`config.mk`:
```
export PLATFORM = sky130hd
export DESIGN_NAME = uart_rx_fifo_flat
export DESIGN_NICKNAME = d
export VERILOG_FILES = /design/src/rtl/uart_rx_fifo_if.sv /design/src/rtl/uart_rx_fifo.sv /design/src/flat_wrapper.sv
export SDC_FILE = /design/constraint.sdc
export NUM_CORES = 1
export LEC_CHECK = 0
export BUFFER_PORTS_ARGS = -buffer_cell sky130_fd_sc_hd__buf_2
export CELL_PAD_IN_SITES_DETAIL_PLACEMENT = 1
export CELL_PAD_IN_SITES_GLOBAL_PLACEMENT = 2
export CORE_MARGIN = 5
export CORE_UTILIZATION = 35
export DETAILED_ROUTE_END_ITERATION = 10
export PLACE_DENSITY_LB_ADDON = 0.1
export SYNTH_ARGS = -nofsm -noshare
export SYNTH_HDL_FRONTEND = slang
export SYNTH_SLANG_ARGS = --single-unit
export TNS_END_PERCENT = 50
```
`constraint.sdc`:
```
create_clock -name clk -period 2.6 [get_ports clk]
set_input_delay 0.39 -clock clk [delete_from_list [all_inputs] [get_ports clk]]
set_output_delay 0.39 -clock clk [all_outputs]
set_load 0.005 [all_outputs]
```
`src/rtl/uart_rx_fifo_if.sv`:
```
// uart_rx_fifo_if: serial input line plus the bus-side FIFO and status signals
// of the UART receive stage. The master is the bus or line side, and the
// slave is the receiver.
interface uart_rx_fifo_if #(
    parameter int BUFFER_SIZE = 16
);
    localparam int CountWidth = $clog2(BUFFER_SIZE) + 1;

    logic                  rx;
    logic                  rd_en;
    logic                  clr_err;
    logic [7:0]            rd_data;
    logic                  empty;
    logic                  full;
    logic [CountWidth-1:0] count;
    logic                  overrun;
    logic                  frame_err;
    logic                  parity_err;

    modport master (
        output rx, rd_en, clr_err,
        input  rd_data, empty, full, count, overrun, frame_err, parity_err
    );

    modport slave (
        input  rx, rd_en, clr_err,
        output rd_data, empty, full, count, overrun, frame_err, parity_err
    );
endinterface

```
`src/rtl/uart_rx_fifo.sv`:
```
// uart_rx_fifo: UART receive stage. It deserialises 8N1 frames from an
// asynchronous rx line and buffers the bytes in a power-of-two FIFO. The FIFO
// head is presented first-word-fall-through, with pop-on-read, an occupancy
// count and sticky error flags.
// Optional feature: define UART_RX_PARITY_EN to receive 8E1 frames with an
// even-parity check. In the default build, parity_err is tied to 0.
module uart_rx_fifo #(
    parameter int CLOCK_FREQ  = 25000000,
    parameter int BAUD_RATE   = 115200,
    parameter int BUFFER_SIZE = 16
) (
    input  logic          clk,
    input  logic          rst_n,
    uart_rx_fifo_if.slave bus
);
    localparam int CLKS_PER_BIT = CLOCK_FREQ / BAUD_RATE;
    localparam int HALF_BIT     = CLKS_PER_BIT / 2;
    localparam int CNT_W        = $clog2(CLKS_PER_BIT + 1);
    localparam int PTR_W        = $clog2(BUFFER_SIZE);
    localparam int COUNT_W      = PTR_W + 1;

    localparam logic [CNT_W-1:0]   BIT_LAST  = CNT_W'(CLKS_PER_BIT - 1);
    localparam logic [CNT_W-1:0]   HALF_LAST = CNT_W'(HALF_BIT - 1);
    localparam logic [COUNT_W-1:0] FULL_CNT  = COUNT_W'(BUFFER_SIZE);

    typedef enum logic [2:0] {
        S_IDLE,
        S_START,
        S_DATA,
`ifdef UART_RX_PARITY_EN
        S_PARITY,
`endif
        S_STOP
    } state_t;

    logic               r_rxMeta;
    logic               r_rxSync;
    logic               r_rxPrev;
    logic [1:0]         r_warmCnt;
    state_t             r_state;
    logic [CNT_W-1:0]   r_clkCnt;
    logic [2:0]         r_bitCnt;
    logic [7:0]         r_shift;
    logic               r_frameErr;
`ifdef UART_RX_PARITY_EN
    logic               r_parityErr;
    logic               r_parityBad;
`endif
    logic [7:0]         r_mem [BUFFER_SIZE];
    logic [PTR_W-1:0]   r_wrPtr;
    logic [PTR_W-1:0]   r_rdPtr;
    logic [COUNT_W-1:0] r_count;
    logic               r_overrun;

    logic w_fallEdge;
    logic w_stopSample;
    logic w_pushReq;
    logic w_empty;
    logic w_full;
    logic w_pop;
    logic w_push;
    logic w_overrunEvt;

    // Start edges are ignored until the line has been sampled for real after
    // reset. This stops a line held low through reset release from looking
    // like a start bit.
    assign w_fallEdge   = (r_warmCnt == 2'd3) && r_rxPrev && !r_rxSync;
    assign w_stopSample = (r_state == S_STOP) && (r_clkCnt == BIT_LAST);
`ifdef UART_RX_PARITY_EN
    assign w_pushReq    = w_stopSample && r_rxSync && !r_parityBad;
`else
    assign w_pushReq    = w_stopSample && r_rxSync;
`endif

    assign w_empty      = (r_count == '0);
    assign w_full       = (r_count == FULL_CNT);
    assign w_pop        = bus.rd_en && !w_empty;
    assign w_push       = w_pushReq && (!w_full || w_pop);
    assign w_overrunEvt = w_pushReq && w_full && !w_pop;

    // Two-flop synchroniser for rx, the previous-sample flop used for edge
    // detection, and a short warm-up count after reset.
    always_ff @(posedge clk or negedge rst_n) begin
        if (!rst_n) begin
            r_rxMeta  <= 1'b1;
            r_rxSync  <= 1'b1;
            r_rxPrev  <= 1'b1;
            r_warmCnt <= 2'd0;
        end else begin
            r_rxMeta <= bus.rx;
            r_rxSync <= r_rxMeta;
            r_rxPrev <= r_rxSync;
            if (r_warmCnt != 2'd3) begin
                r_warmCnt <= r_warmCnt + 2'd1;
            end
        end
    end

    // Frame FSM: start-bit qualification, mid-bit data sampling, optional
    // parity and stop check. When a new error and clr_err land on the same
    // edge, the set wins.
    always_ff @(posedge clk or negedge rst_n) begin
        if (!rst_n) begin
            r_state     <= S_IDLE;
            r_clkCnt    <= '0;
            r_bitCnt    <= '0;
            r_shift     <= '0;
            r_frameErr  <= 1'b0;
`ifdef UART_RX_PARITY_EN
            r_parityErr <= 1'b0;
            r_parityBad <= 1'b0;
`endif
        end else begin
            if (bus.clr_err) begin
                r_frameErr  <= 1'b0;
`ifdef UART_RX_PARITY_EN
                r_parityErr <= 1'b0;
`endif
            end
            case (r_state)
                S_IDLE: begin
                    r_clkCnt <= '0;
                    r_bitCnt <= '0;
                    if (w_fallEdge) begin
                        r_state <= S_START;
                    end
                end
                S_START: begin
                    if (r_clkCnt == HALF_LAST) begin
                        r_clkCnt <= '0;
                        r_state  <= r_rxSync ? S_IDLE : S_DATA;
                    end else begin
                        r_clkCnt <= r_clkCnt + CNT_W'(1);
                    end
                end
                S_DATA: begin
                    if (r_clkCnt == BIT_LAST) begin
                        r_clkCnt <= '0;
                        r_shift  <= {r_rxSync, r_shift[7:1]};
                        r_bitCnt <= r_bitCnt + 3'd1;
                        if (r_bitCnt == 3'd7) begin
`ifdef UART_RX_PARITY_EN
                            r_state <= S_PARITY;
`else
                            r_state <= S_STOP;
`endif
                        end
                    end else begin
                        r_clkCnt <= r_clkCnt + CNT_W'(1);
                    end
                end
`ifdef UART_RX_PARITY_EN
                S_PARITY: begin
                    if (r_clkCnt == BIT_LAST) begin
                        r_clkCnt    <= '0;
                        r_parityBad <= ^{r_shift, r_rxSync};
                        if (^{r_shift, r_rxSync}) begin
                            r_parityErr <= 1'b1;
                        end
                        r_state <= S_STOP;
                    end else begin
                        r_clkCnt <= r_clkCnt + CNT_W'(1);
                    end
                end
`endif
                S_STOP: begin
                    if (r_clkCnt == BIT_LAST) begin
                        r_clkCnt <= '0;
                        if (!r_rxSync) begin
                            r_frameErr <= 1'b1;
                        end
                        r_state <= S_IDLE;
                    end else begin
                        r_clkCnt <= r_clkCnt + CNT_W'(1);
                    end
                end
                default: begin
                    r_state <= S_IDLE;
                end
            endcase
        end
    end

    // FIFO storage is not reset. Stale entries are never visible because
    // rd_data is masked while the FIFO is empty.
    always_ff @(posedge clk) begin
        if (w_push) begin
            r_mem[r_wrPtr] <= r_shift;
        end
    end

    // FIFO pointers, occupancy and the sticky overrun flag. A push into a
    // full FIFO is accepted only when a pop frees a slot on the same edge.
    always_ff @(posedge clk or negedge rst_n) begin
        if (!rst_n) begin
            r_wrPtr   <= '0;
            r_rdPtr   <= '0;
            r_count   <= '0;
            r_overrun <= 1'b0;
        end else begin
            if (w_push) begin
                r_wrPtr <= r_wrPtr + PTR_W'(1);
            end
            if (w_pop) begin
                r_rdPtr <= r_rdPtr + PTR_W'(1);
            end
            case ({w_push, w_pop})
                2'b10:   r_count <= r_count + COUNT_W'(1);
                2'b01:   r_count <= r_count - COUNT_W'(1);
                default: r_count <= r_count;
            endcase
            if (bus.clr_err) begin
                r_overrun <= 1'b0;
            end
            if (w_overrunEvt) begin
                r_overrun <= 1'b1;
            end
        end
    end

    assign bus.rd_data   = w_empty ? 8'h00 : r_mem[r_rdPtr];
    assign bus.empty     = w_empty;
    assign bus.full      = w_full;
    assign bus.count     = r_count;
    assign bus.overrun   = r_overrun;
    assign bus.frame_err = r_frameErr;
`ifdef UART_RX_PARITY_EN
    assign bus.parity_err = r_parityErr;
`else
    assign bus.parity_err = 1'b0;
`endif
endmodule

```
`src/flat_wrapper.sv`:
```
// flat-port wrapper written by rule: the top's interface ports become plain ports
module uart_rx_fifo_flat 
#(
    parameter int CLOCK_FREQ  = 25000000,
    parameter int BAUD_RATE   = 115200,
    parameter int BUFFER_SIZE = 16
)
  (clk, rst_n, bus_rx, bus_rd_en, bus_clr_err, bus_rd_data, bus_empty, bus_full, bus_count, bus_overrun, bus_frame_err, bus_parity_err);
  uart_rx_fifo_if #(.BUFFER_SIZE(BUFFER_SIZE)) bus_i ();
  input  logic clk;
  input  logic rst_n;
  input wire logic [$bits(bus_i.rx)-1:0] bus_rx;
  input wire logic [$bits(bus_i.rd_en)-1:0] bus_rd_en;
  input wire logic [$bits(bus_i.clr_err)-1:0] bus_clr_err;
  output wire logic [$bits(bus_i.rd_data)-1:0] bus_rd_data;
  output wire logic [$bits(bus_i.empty)-1:0] bus_empty;
  output wire logic [$bits(bus_i.full)-1:0] bus_full;
  output wire logic [$bits(bus_i.count)-1:0] bus_count;
  output wire logic [$bits(bus_i.overrun)-1:0] bus_overrun;
  output wire logic [$bits(bus_i.frame_err)-1:0] bus_frame_err;
  output wire logic [$bits(bus_i.parity_err)-1:0] bus_parity_err;
  assign bus_i.rx = bus_rx;
  assign bus_i.rd_en = bus_rd_en;
  assign bus_i.clr_err = bus_clr_err;
  assign bus_rd_data = bus_i.rd_data;
  assign bus_empty = bus_i.empty;
  assign bus_full = bus_i.full;
  assign bus_count = bus_i.count;
  assign bus_overrun = bus_i.overrun;
  assign bus_frame_err = bus_i.frame_err;
  assign bus_parity_err = bus_i.parity_err;
  uart_rx_fifo #(.CLOCK_FREQ(CLOCK_FREQ), .BAUD_RATE(BAUD_RATE), .BUFFER_SIZE(BUFFER_SIZE)) u_core (.clk(clk), .rst_n(rst_n), .bus(bus_i));
endmodule
```
Word-level counts from Yosys, hierarchy flattened. Memories as Yosys holds them, arrays and structs flattened. Index checks and enable logic that the tools add are counted.

$add $sub $neg: 7. Reduce and logical (&&, ||, !) cells: 23. Equality and inequality tests: 16. Multiplexer cells: 22.

Operator list (number): $mux W8 (3); $pmux W8 S3 (1); $mux W3 (6); $pmux W3 S4 (1); $pmux W5 S2 (1); $add A4 B1 Y4 const B (2); $add A8 B1 Y8 const B (1); $eq A8 B7 Y1 const B (1); $eq A8 B8 Y1 const B (1); $logic_and A1 B1 Y1 (8); $mux W1 (8); $ne A2 B1 Y1 const B (4); $eq A3 B2 Y1 const B (2); $pmux W3 S2 (1); $reduce_bool A2 Y1 (3); $add A5 B1 Y5 const B (1); $eq A5 B5 Y1 const B (1); $logic_not A5 Y1 (1); $reduce_and A5 Y1 (1); $sub A5 B1 Y5 const B (1); $eq A2 B2 Y1 const B (2); $logic_not A1 Y1 (4); $ne A2 B2 Y1 const B (2); $reduce_and A2 Y1 (2); other kinds (10) (10).

Bits in writable memories: 128. Memories: 1. Input port bits: 5. Logic and storage cells: 82. Output and inout port bits: 18. Register bits after elaboration: 42.

Memory list: u_core.r_mem (depth 16, width 8, read ports 1, clocked after memory_dff 0, write ports 1, RTL line uart_rx_fifo.sv:49) `logic [7:0] r_mem [BUFFER_SIZE];`.

Depth between registers and ports, before layout. Gate-level depths: netlist of run 1.

Depth in word-level cells: 7. Depth in mapped cells: 13. Depth with buffers taken out: 12.

Worst setup path before layout of run 1. OpenSTA, ideal clock, no wires.

Path kind: register -> register. Start: register u_core.r_count[1] (netlist: u_core.bus.count[1]). End: register u_core.r_count[4] (netlist: u_core.bus.count[4]). Slack: 0.154 ns. Data required time: 2.510 ns. Path buffers: 1. Arrival time: 2.355 ns. Stages on the path, launching flop included: 11. Cell sequence: dfrtp_1 or4_1 buf_2 o21ai_4 nor2_4 ha_1 nand2b_1 a21oi_1 nand3_1 o31a_1 o221ai_1.

Longest elaborated chain between the ends: 7. Elaborated cells between the ends (all ways): 13. Those cells by class: 2 x add/sub; 3 x eq/ne; 1 x mux; 7 x reduce/logical.

Ends and longest elaborated chain: from (decl) (RTL line uart_rx_fifo.sv:52) `logic [COUNT_W-1:0] r_count;`; from (signal assigned) (RTL line uart_rx_fifo.sv:208) `2'b10: r_count <= r_count + COUNT_W'(1);`; from (signal assigned) (RTL line uart_rx_fifo.sv:209) `2'b01: r_count <= r_count - COUNT_W'(1);`; from (signal assigned) (RTL line uart_rx_fifo.sv:210) `default: r_count <= r_count;`; $logic_not A5 Y1 (RTL line uart_rx_fifo.sv:75) `assign w_empty = (r_count == '0);`; $logic_not A1 Y1 (RTL line uart_rx_fifo.sv:77) `assign w_pop = bus.rd_en && !w_empty;`; $logic_and A1 B1 Y1 (RTL line uart_rx_fifo.sv:77); $logic_or A1 B1 Y1 (RTL line uart_rx_fifo.sv:78) `assign w_push = w_pushReq && (!w_full || w_pop);`; $logic_and A1 B1 Y1 (RTL line uart_rx_fifo.sv:78); $eq A2 B1 Y1 or $eq A2 B2 Y1 (tied branches) (RTL line uart_rx_fifo.sv:207) `case ({w_push, w_pop})`; $pmux W5 S2 or $reduce_bool A2 Y1 (tied branches).

Parallel ways exist; a longest one is shown, timed or not. A chain may end at the register's enable or synchronous reset.

Final worst setup path of run 1.
Start: register u_core.r_rdPtr[0]. End: output bus_rd_data[3].

Longest elaborated chain between the ends: 2.

Ends and longest elaborated chain: from (decl) (RTL line uart_rx_fifo.sv:51) `logic [PTR_W-1:0] r_rdPtr;`; from (signal assigned) (RTL line uart_rx_fifo.sv:205) `r_rdPtr <= r_rdPtr + PTR_W'(1);`; $mem_v2 Z16 W8; $mux W8 (RTL line uart_rx_fifo.sv:221) `assign bus.rd_data = w_empty ? 8'h00 : r_mem[r_rdPtr];`; to (decl) (RTL line flat_wrapper.sv:15) `output wire logic [$bits(bus_i.rd_data)-1:0] bus_rd_data;`.

No other way between the ends.

==> reports/results.tsv, run 1 <==
stage	metric	value	unit
pwr	p_switching	1090	uW
placement	place_congestion	0.785	
critical_path	cp-start-kind	register	
critical_path	worst_path_largest_cell_delay	0.50	ns
route	ant_nets	0	
synth	syn_avg_cell_area	17.3	um2
pwr	ir_drop	397	uV
synth	synth_common_cells	edfxtp_1, dfrtp_1, mux4_2	
route	drc	0	
sta	slew_headroom	52.1	%
sta	setup_viol	0	
global_route	grt_pass1_vias	4025	
critical_path	crit_cells	5	
pwr	swShare	20.1	%
synth	synth_nets	426	
route	via_per_inst	4.93	
synth	yosys_register_bits	169	
route	met2WireLength	7530	um
floorplanning	initial_core_util	35.8	%
hold_path	hold_depth	1	
synth	synth_top_area_cell	edfxtp_1	
route	met3_wirelength	379	um
placement	dp_hpwl	9940	um
outcome	outcome	complete, no violations	
sta	rsz0062_at_grt	yes	
clock_tree	cts.clk_slew.worst_paths	0.06	ns
pwr	p_leak	0.00325	uW
finish	syn_to_final_growth	18.7	%
pwr	p_int	4320	uW
sta	setup-tns-final	0	ns
flow_run	cap_violations	0	
route	firstDrtPassIters	4	
critical_path	cp_max_fo	13	
floorplanning	coreArea	19700	um2
finish	layout-drive-gt1-share	32.4	%
global_route	grt_use_total	13.6	%
sta	holdWs	0.0632	ns
global_route	grt_first_pass_wirelength	23800	um
pwr	combPwrFrac	1.1	%
critical_path	path_cells	buf_12 -> mux4_2 -> mux2i_1 -> o22ai_1 -> buf_2	
global_route	grt_start_max_net_pins	34	
route	met1Wirelength	7070	um
pwr	sequentialPowerShare	53.4	%
synth	seq_area_frac_synth	69.2	%
critical_path	worstSetupPathType	register to output pin	
route	wl	15200	um
route	via_count	3663	
critical_path	r2r_cells	12	
clock_tree	clk_latency	0.42	ns
synth	synth_enable_flop_cells	128	
sta	min_period	2.53	ns
route	top_layer_used	met4	
synth	synth_warnings	0	
synth	synth_most_common_cell	edfxtp_1	
sta	hold_violations	0	
sta	fin_worst_skew	0.00927	ns
critical_path	path_delay_family	multiplexers	
floorplanning	dieArea	23100	um2
pwr	p_clk_share	45.6	%
placement	numPortBuffers	21	
clock_tree	root_buffer	clkbuf_16	
floorplanning	die_w	152	um
critical_path	cp.arrival	2.14	ns
critical_path	cp.buffers_inverters	2	
sta	fmax	0.396	GHz
sta	post-route-period-util	97.2	%
clock_tree	htree_levels	4	
global_route	grt-ovfl-total	0	
synth	synth_async_sr_flop_share	24.3	%
synth	synthTopCellsByArea	edfxtp_1, dfrtp_1, mux4_2, mux2i_1, ha_1	
finish	antenna_cells	0	
floorplanning	die_h	152	um
floorplanning	io_pins	23	
hold_path	hp-class	input pin to register	
global_route	antenna_found_initial	0	
clock_tree	tritoncts	done	
critical_path	critPathCaptureType	output pin	
pwr	powerDensity	647	nW/um2
synth	ys_types	51	
synth	yosysTopAreaCellShare	54.6	%
synth	netlist_area	7040	um2
route	drtIter0Drc	149	
clock_tree	clkSinkCount	169	
route	routedWlPerCell	20.4	um
clock_tree	cts_buffers	17	
finish	layout.nets	484	
critical_path	worst_path_max_delay_cell	mux4_2	
clock_tree	clockBufferDepth	2	
floorplanning	rows	51	
synth	synthesis.instances	407	
sta	slew_violations	0	
synth	synth_ff_type	edfxtp_1	
pwr	total_power	5410	uW
critical_path	crit_required	2.21	ns
sta	worst_pin_slew	0.719	ns
## state kept, by name, indices dropped and copies added, names as in the netlist
name	flops
u_core.r_mem	128
u_core.bus.count	5
u_core.r_rdPtr	4
u_core.r_state	2
u_core.bus.frame_err	1
u_core.r_warmCnt	2
u_core.r_wrPtr	4
u_core.r_clkCnt	8
u_core.r_rxPrev	1
u_core.r_shift	8
u_core.r_rxSync	1
u_core.r_rxMeta	1
u_core.r_bitCnt	3
u_core.bus.overrun	1
## per-layer routing
metal / vias to the layer above / global-route usage (%)
li1: 1688 / -
met1: 1918 / 18.2
met2: 44 / 22.5
met3: 13 / 2.98
met4: 0 / 4.11
met5: - / 0
## repair_timing
| item | in CTS | in global routing |
|---|---|---|
| pin swaps | 0 | 2 |
| hold endpoints to repair | 18 | 0 |
| gates resized for setup | 4 | 10 |
| setup buffers | 1 | 3 |
| setup endpoints to repair | 8 | 17 |
| hold buffers | 1 | 0 |
## cells by family after synthesis
group | count (synthesis) | share of synthesized area, %
AO/OA/AOI/OAI | 34 | 4.00
XOR/XNOR | 17 | 2.11
adder cells (fa/ha/maj) | 14 | 2.59
buffers and inverters | 34 | 2.04
flip-flops | 169 | 69.2
multiplexers | 61 | 14.6
other | 1 | 0.0532
AND/OR/NAND/NOR | 77 | 5.45
## layout make-up
class	count	area, um2
clock inverter	13	143
clock buffer	19	433
multi-input combinational	204	2080
tap	265	332
inverter	12	45.0
sequential	169	4880
fill	1971	11300
timing repair buffer	61	449
## power groups by stage
stage                     clock network [uW]  logic, uW  registers, uW
after global placement                     0       58.7           2940
final                                   2460       57.8           2890
after floorplan                            0       28.1           2940
after CTS                               2530       61.0           2880
after detailed placement                   0       59.6           2940
after global routing                    2660       67.9           2880
## per-stage QoR
stage                     area, um2  worst slack (ns)  util (%)  instances
after floorplan                7040             0.154         -        407
after global placement         7690             0.194      39.1        706
after detailed placement       7690            0.0765      39.1        706
after CTS                      8290           -0.0211      42.2        740
after global routing           8360           -0.0444      42.5        743
final                          8360            0.0725      42.5        743
## cell usage in the layout (no fill, tap or decap), drive strengths merged, types with 3 or more instances in the layout
cell      synthesis  layout
a22o              5       5
buf              14      60
clkbuf            8      19
clkinvlp          0       6
dfrtp            38      38
dfstp             3       3
edfxtp          128     128
ha               13      13
inv              12      15
mux2             12      12
mux2i            17      17
mux4             32      32
nand2            13      13
nand2b            3       3
nand3             7       7
nor2             31      31
nor3              8       8
o21ai             6       6
o22ai             8       8
xnor2            11      11
xor2              6       6
## worst paths after layout
| kind | endpoint | slack [ns] | start |
|---|---|---|---|
| max in group asynchronous | u_core.r_shift[5] | 1.51 | rst_n |
| worst max-delay path | bus_rd_data[3] | 0.07 | u_core.r_rdPtr[0] |
| min in group asynchronous | u_core.r_clkCnt[0] | 0.48 | rst_n |
| worst min register to register | u_core.r_rxSync | 0.36 | u_core.r_rxMeta |
| worst min-delay path | u_core.r_rxMeta | 0.06 | bus_rx |
| worst max register to register | u_core.bus.count[4] | 0.17 | u_core.r_clkCnt[0] |
Power figures use the tool's default switching activity.
==> run 2: changes to the inputs <==
CELL_PAD_IN_SITES_DETAIL_PLACEMENT = not set   (was 1)
CELL_PAD_IN_SITES_GLOBAL_PLACEMENT = not set   (was 2)
CTS_CLUSTER_DIAMETER = 80   (was not set)
PLACE_DENSITY_LB_ADDON = not set   (was 0.1)
==> run 2 against run 1 <==
Compared with the run above:
- critical path type is now register to register
- sequential share of layout area is 0.42 points higher
- hold slack got worse by 0.00096 ns
- global-route usage is 1.5 points lower
- clock-buffer cell count decreased by 2
- core utilization is 0.31 points lower
- register-to-register slack got worse by 0.04 ns
- final area is 0.72% lower
- critical endpoint is now u_core.bus.count[4]
- highest routed layer unchanged
==> reports/results.tsv, run 2 (same netlist as run 1, synthesis figures left out) <==
stage	metric	value	unit
floorplanning	initial_core_util	35.8	%
clock_tree	cts_buffers	17	
route	routedWlPerCell	18.3	um
critical_path	crit_cells	14	
sta	min_period	2.47	ns
route	ant_nets	0	
global_route	antenna_found_initial	0	
critical_path	path_cells	inv_1 -> ha_1 -> nand4b_1 -> nor3_2 -> buf_6 -> nor2_4 -> inv_1 -> fa_2 -> nand2b_1 -> a21oi_2 -> buf_4 -> nor3_1 -> nand3b_1 -> o221ai_2	
hold_path	hp-class	input pin to register	
finish	instances_no_fill	738	
critical_path	critPathCaptureType	register	
clock_tree	root_buffer	clkbuf_16	
finish	final_cell_mix	edfxtp_1, dfrtp_1, mux4_2, buf_4, nor2_1	
sta	fin_worst_skew	0.00823	ns
placement	dp_hpwl	8580	um
critical_path	cpMostUsedCell	inv_1	
finish	syn_to_final_growth	17.8	%
pwr	p_leak	0.00325	uW
hold_path	hold_depth	1	
global_route	grt_first_pass_wirelength	21400	um
sta	post-route-period-util	95.0	%
flow_run	cap_violations	0	
critical_path	r2r_cells	14	
global_route	grt_use_total	12.1	%
global_route	grt_start_max_net_pins	42	
clock_tree	clk_latency	0.43	ns
finish	largest_register	u_core.r_mem	
floorplanning	dieArea	23100	um2
finish	stdcell_area	8300	um2
placement	place_congestion	0.815	
clock_tree	tritoncts	done	
clock_tree	clockBufferDepth	2	
critical_path	path_delay_family	simple AND/OR/NAND/NOR gates	
placement	numPortBuffers	21	
clock_tree	cts.clk_slew.worst_paths	0.07	ns
global_route	grt_pass1_vias	3857	
finish	antenna_cells	0	
route	drc	0	
sta	hold_violations	0	
sta	setup_viol	0	
critical_path	cp-start-kind	register	
clock_tree	clkSinkCount	169	
route	wl	13500	um
route	drtIter0Drc	228	
floorplanning	die_w	152	um
outcome	outcome	complete, no violations	
critical_path	cp_max_fo	11	
clock_tree	htree_levels	4	
sta	slew_headroom	38.6	%
global_route	grt-ovfl-total	0	
critical_path	worstSetupPathType	register to register	
placement	place_inst	703	
finish	largest_reg_flops	128	
finish	layout_commonest_cell	edfxtp_1	
placement	place_area	7650	um2
critical_path	cp.arrival	2.82	ns
floorplanning	rows	51	
sta	slew_violations	0	
route	via_count	3698	
floorplanning	die_h	152	um
critical_path	crit_required	2.95	ns
finish	layout.nets	479	
pwr	ir_drop	469	uV
sta	worst_pin_slew	0.920	ns
sta	fmax	0.405	GHz
finish	final_core_util	42.2	%
finish	num-fill-cells	1803	
pwr	powerDensity	651	nW/um2
finish	layout-drive-gt1-share	32.1	%
finish	top_regs	u_core.r_mem: 128 flops, u_core.r_clkCnt: 8 flops, u_core.r_shift: 8 flops	
critical_path	worst_path_max_delay_cell	dfrtp_1	
route	firstDrtPassIters	4	
floorplanning	coreArea	19700	um2
route	via_per_inst	5.01	
critical_path	cp.buffers_inverters	4	
critical_path	worst_path_largest_cell_delay	0.39	ns
floorplanning	io_pins	23	
run 2: cell types whose count changed in the layout (fill, tap and decap cells not counted), sizes merged:
cell,previous run,this run
buf,60,56
bufinv,2,1
clkbuf,19,17
clkinv,2,5
clkinvlp,6,0
dlygate4sd3,1,0
inv,15,21
run 2: area by class of cell:
cell class | count | area, um2 | share of cell area, %
well taps | 265 | 332 | 3.99
inverters | 12 | 45.0 | 0.543
clock inverters | 15 | 156 | 1.88
multi-input cells | 204 | 2070 | 24.9
repair buffers | 56 | 397 | 4.78
flip-flops and latches | 169 | 4880 | 58.7
clock buffers | 17 | 425 | 5.13
run 2: stage by stage:
step | total power (uW) | worst slack, ns | TNS, ns | hold WS, ns
2_1_floorplan | 2970 | 0.154 | 0 | 0.0944
3_3_place_gp | 2990 | 0.193 | 0 | 0.350
3_5_place_dp | 3000 | 0.0510 | 0 | 0.352
4_1_cts | 5470 | 0.0115 | 0 | 0.0416
5_1_grt | 5620 | -0.0284 | -0.0284 | 0.0329
6_report | 5400 | 0.130 | 0 | 0.0622
run 2: path summary, 6_finish.rpt:
kind,from,end,slack [ns]
worst max-delay path,u_core.r_clkCnt[0],u_core.bus.count[4],0.13
worst min-delay path,bus_rx,u_core.r_rxMeta,0.06
worst max register to register,u_core.r_clkCnt[0],u_core.bus.count[4],0.13
worst min register to register,u_core.r_rxMeta,u_core.r_rxSync,0.36
max in group asynchronous,rst_n,u_core.r_rdPtr[0],1.86
min in group asynchronous,rst_n,u_core.r_clkCnt[3],0.10
run 2: worst reg2reg max path: cells and delay by family, from the launching register on:
kind / cells / cell delay [ns]
adder cells (fa/ha/maj): 2 / 0.54
buffers and inverters: 4 / 0.45
AO/OA/AOI/OAI: 2 / 0.30
flip-flops: 1 / 0.39
AND/OR/NAND/NOR: 6 / 0.70
run 2: routing by layer:
metal  global-route usage [%]  vias up  wire [um]
li1                         -     1690          -
met1                     16.1     1902       6140
met2                     19.3       92       6610
met3                     3.64       14        651
met4                     3.47        0        128
met5                        0        -          0
run 2: timing repair:
action / 4_1_cts / 5_1_grt
pin swaps: 0 / 2
resized for setup: 3 / 10
endpoints found under the hold margin: 0 / 0
endpoints found under the setup margin: 8 / 69
hold buffers: 0 / 0
buffers inserted: 2 / 2
run 2: where the power goes:
part | total (uW) | internal (uW) | switching [uW] | leakage, uW
logic | 52.2 | 17.1 | 35.1 | 0.000930
clock network | 2460 | 1360 | 1100 | 0.000290
registers | 2880 | 2880 | 5.10 | 0.00203
==> run 3: changes to the inputs <==
CELL_PAD_IN_SITES_DETAIL_PLACEMENT = 1   (was not set)
CELL_PAD_IN_SITES_GLOBAL_PLACEMENT = 1   (was not set)
PLACE_DENSITY_LB_ADDON = 0.1   (was not set)
==> run 3 against run 2 <==
Compared with the run above:
- via count down 0.73%
- clock power up 9.8%
- global-route usage up 1.5 points
- power up 4.4%
- die area unchanged
- core utilization up 0.70 points
- final area up 1.7%
- clock-buffer cell count up 6
- non-clock buffer count up 7
- hold slack better by 0.016 ns
- first-iteration DRC count down 47%
- clock skew down 0.0016 ns
- critical endpoint is now bus_rd_data[7]
==> reports/results.tsv, run 3 (same netlist as run 1, synthesis figures left out) <==
stage	metric	value	unit
placement	dp_hpwl	9670	um
critical_path	r2r_slack	0.19	ns
placement	numPortBuffers	21	
clock_tree	postCtsHoldBufs	0	
critical_path	worst_path_max_delay_cell	or4_4	
pwr	p_leak	0.00332	uW
pwr	powerDensity	668	nW/um2
sta	worst_pin_slew	0.950	ns
route	routedWlPerCell	20.3	um
clock_tree	clkSinkCount	169	
finish	syn_to_final_growth	19.8	%
sta	slew_headroom	36.7	%
finish	instances_no_fill	745	
global_route	grt-ovfl-total	0	
placement	place_inst	703	
finish	largest_register	u_core.r_mem	
floorplanning	initial_core_util	35.8	%
critical_path	cpMostUsedCell	buf_4	
critical_path	worstSetupPathType	register to output pin	
placement	place_congestion	0.744	
global_route	antenna_found_initial	0	
route	met2WireLength	7420	um
route	met3_wirelength	505	um
global_route	grt_first_pass_wirelength	23800	um
route	wl	15100	um
critical_path	worstReg2RegEnd	u_core.bus.count[4]	
finish	largest_reg_flops	128	
finish	final_cell_mix	edfxtp_1, buf_4, dfrtp_1, mux4_2, nor2_1	
critical_path	critPathCaptureType	output pin	
route	drc	0	
sta	setup-tns-final	0	ns
clock_tree	clockBufferDepth	2	
finish	num-fill-cells	1954	
hold_path	min_from	bus_rx	
sta	post-route-period-util	97.0	%
pwr	ir_drop	437	uV
route	ant_nets	0	
sta	min_period	2.52	ns
sta	setup_viol	0	
sta	fmax	0.396	GHz
sta	hold_violations	0	
clock_tree	cts.clk_slew.worst_paths	0.06	ns
floorplanning	die_h	152	um
hold_path	whs_endpoint	u_core.r_rxMeta	
global_route	grt_use_total	13.6	%
clock_tree	cts_buffers	17	
route	firstDrtPassIters	4	
global_route	grt_pass1_vias	4086	
outcome	outcome	complete, no violations	
clock_tree	tritoncts	done	
finish	layout-drive-gt1-share	33.1	%
clock_tree	htree_levels	4	
hold_path	hold_depth	1	
floorplanning	dieArea	23100	um2
critical_path	worstSetupStartpoint	u_core.bus.count[3]	
clock_tree	clk_latency	0.41	ns
global_route	grt_start_max_net_pins	42	
finish	layout_commonest_cell	edfxtp_1	
floorplanning	die_w	152	um
route	top_layer_used	met4	
floorplanning	io_pins	23	
route	drtIter0Drc	121	
sta	slew_violations	0	
floorplanning	rows	51	
critical_path	regToRegStartpoint	u_core.r_clkCnt[0]	
critical_path	worst_path_largest_cell_delay	0.53	ns
flow_run	cap_violations	0	
sta	holdWs	0.0779	ns
route	via_count	3671	
critical_path	r2r_cells	12	
finish	layout.nets	486	
finish	top_regs	u_core.r_mem: 128 flops, u_core.r_clkCnt: 8 flops, u_core.r_shift: 8 flops	
critical_path	cp-start-kind	register	
route	via_per_inst	4.93	
critical_path	cp.arrival	2.13	ns
clock_tree	root_buffer	clkbuf_16	
critical_path	cp_max_fo	8	
critical_path	crit_required	2.21	ns
critical_path	path_cells	or4_4 -> buf_4 -> o21ai_1 -> buf_4 -> o22ai_2 -> buf_2	
sta	fin_worst_skew	0.00658	ns
hold_path	hp-class	input pin to register	
route	met1Wirelength	7020	um
finish	antenna_cells	0	
floorplanning	coreArea	19700	um2
run 3: changes by cell type in the layout (fill, tap and decap cells not counted), moves of 2 or more:
cell / previous run / this run
buf_4: 32 / 39
bufinv_16: 1 / 3
clkbuf_8: 0 / 5
clkinv_4: 3 / 1
clkinvlp_4: 0 / 4
inv_6: 4 / 0
inv_8: 5 / 0
mux2i_1: 16 / 12
mux2i_2: 1 / 5
run 3: worst max-delay path, delay by kind of cell, from the launching register on:
kind	cells	cell delay, ns
simple gates	1	0.53
flops	1	0.43
compound gates	2	0.23
buf+inv	3	0.51
run 3: how the worst max path moves through the flow:
| stage | to | depth (start not counted) | slack (ns) |
|---|---|---|---|
| after CTS | bus_rd_data[7] | 6 | 0.03 |
| after floorplan | u_core.bus.count[4] | 10 | 0.15 |
| final | bus_rd_data[7] | 6 | 0.08 |
| after global placement | u_core.bus.count[4] | 11 | 0.14 |
| after detailed placement | u_core.bus.count[4] | 11 | 0.06 |
| after global routing | u_core.bus.count[4] | 12 | -0.01 |
run 3: power by group:
part	leakage [uW]	internal, uW	total [uW]	switching [uW]
Combinational	0.000987	16.8	51.9	35.1
Clock	0.000309	1700	2700	1000
Sequential	0.00203	2880	2890	4.39
run 3: stage by stage:
step / cell area, um2 / power [uW] / worst slack (ns) / utilization, %
after global placement: 7670 / 2990 / 0.137 / 39.0
after detailed placement: 7670 / 3000 / 0.0608 / 39.0
after CTS: 8340 / 5710 / 0.0279 / 42.5
after global routing: 8440 / 5840 / -0.0112 / 42.9
final: 8440 / 5640 / 0.0768 / 42.9
after floorplan: 7040 / 2970 / 0.154 / -
run 3: metal layers:
layer	track usage, %	vias to the layer above
met2	22.1	59
met5	0	-
met3	3.27	14
met1	18.3	1915
li1	-	1683
met4	3.94	0
run 3: layout make-up:
class | count | area [um2] | area share (%)
Tap cell | 265 | 332 | 3.93
Clock inverter | 9 | 134 | 1.59
Sequential cell | 169 | 4870 | 57.8
Inverter | 12 | 45.0 | 0.534
Clock buffer | 23 | 519 | 6.15
Timing Repair Buffer | 63 | 458 | 5.43
Multi-Input combinational cell | 204 | 2080 | 24.6
run 3: timing repair:
action / CTS / global route
setup endpoints to repair: 8 / 10
setup buffers: 1 / 9
cloned: 0 / 0
gates resized for setup: 5 / 6
pin swaps: 0 / 2
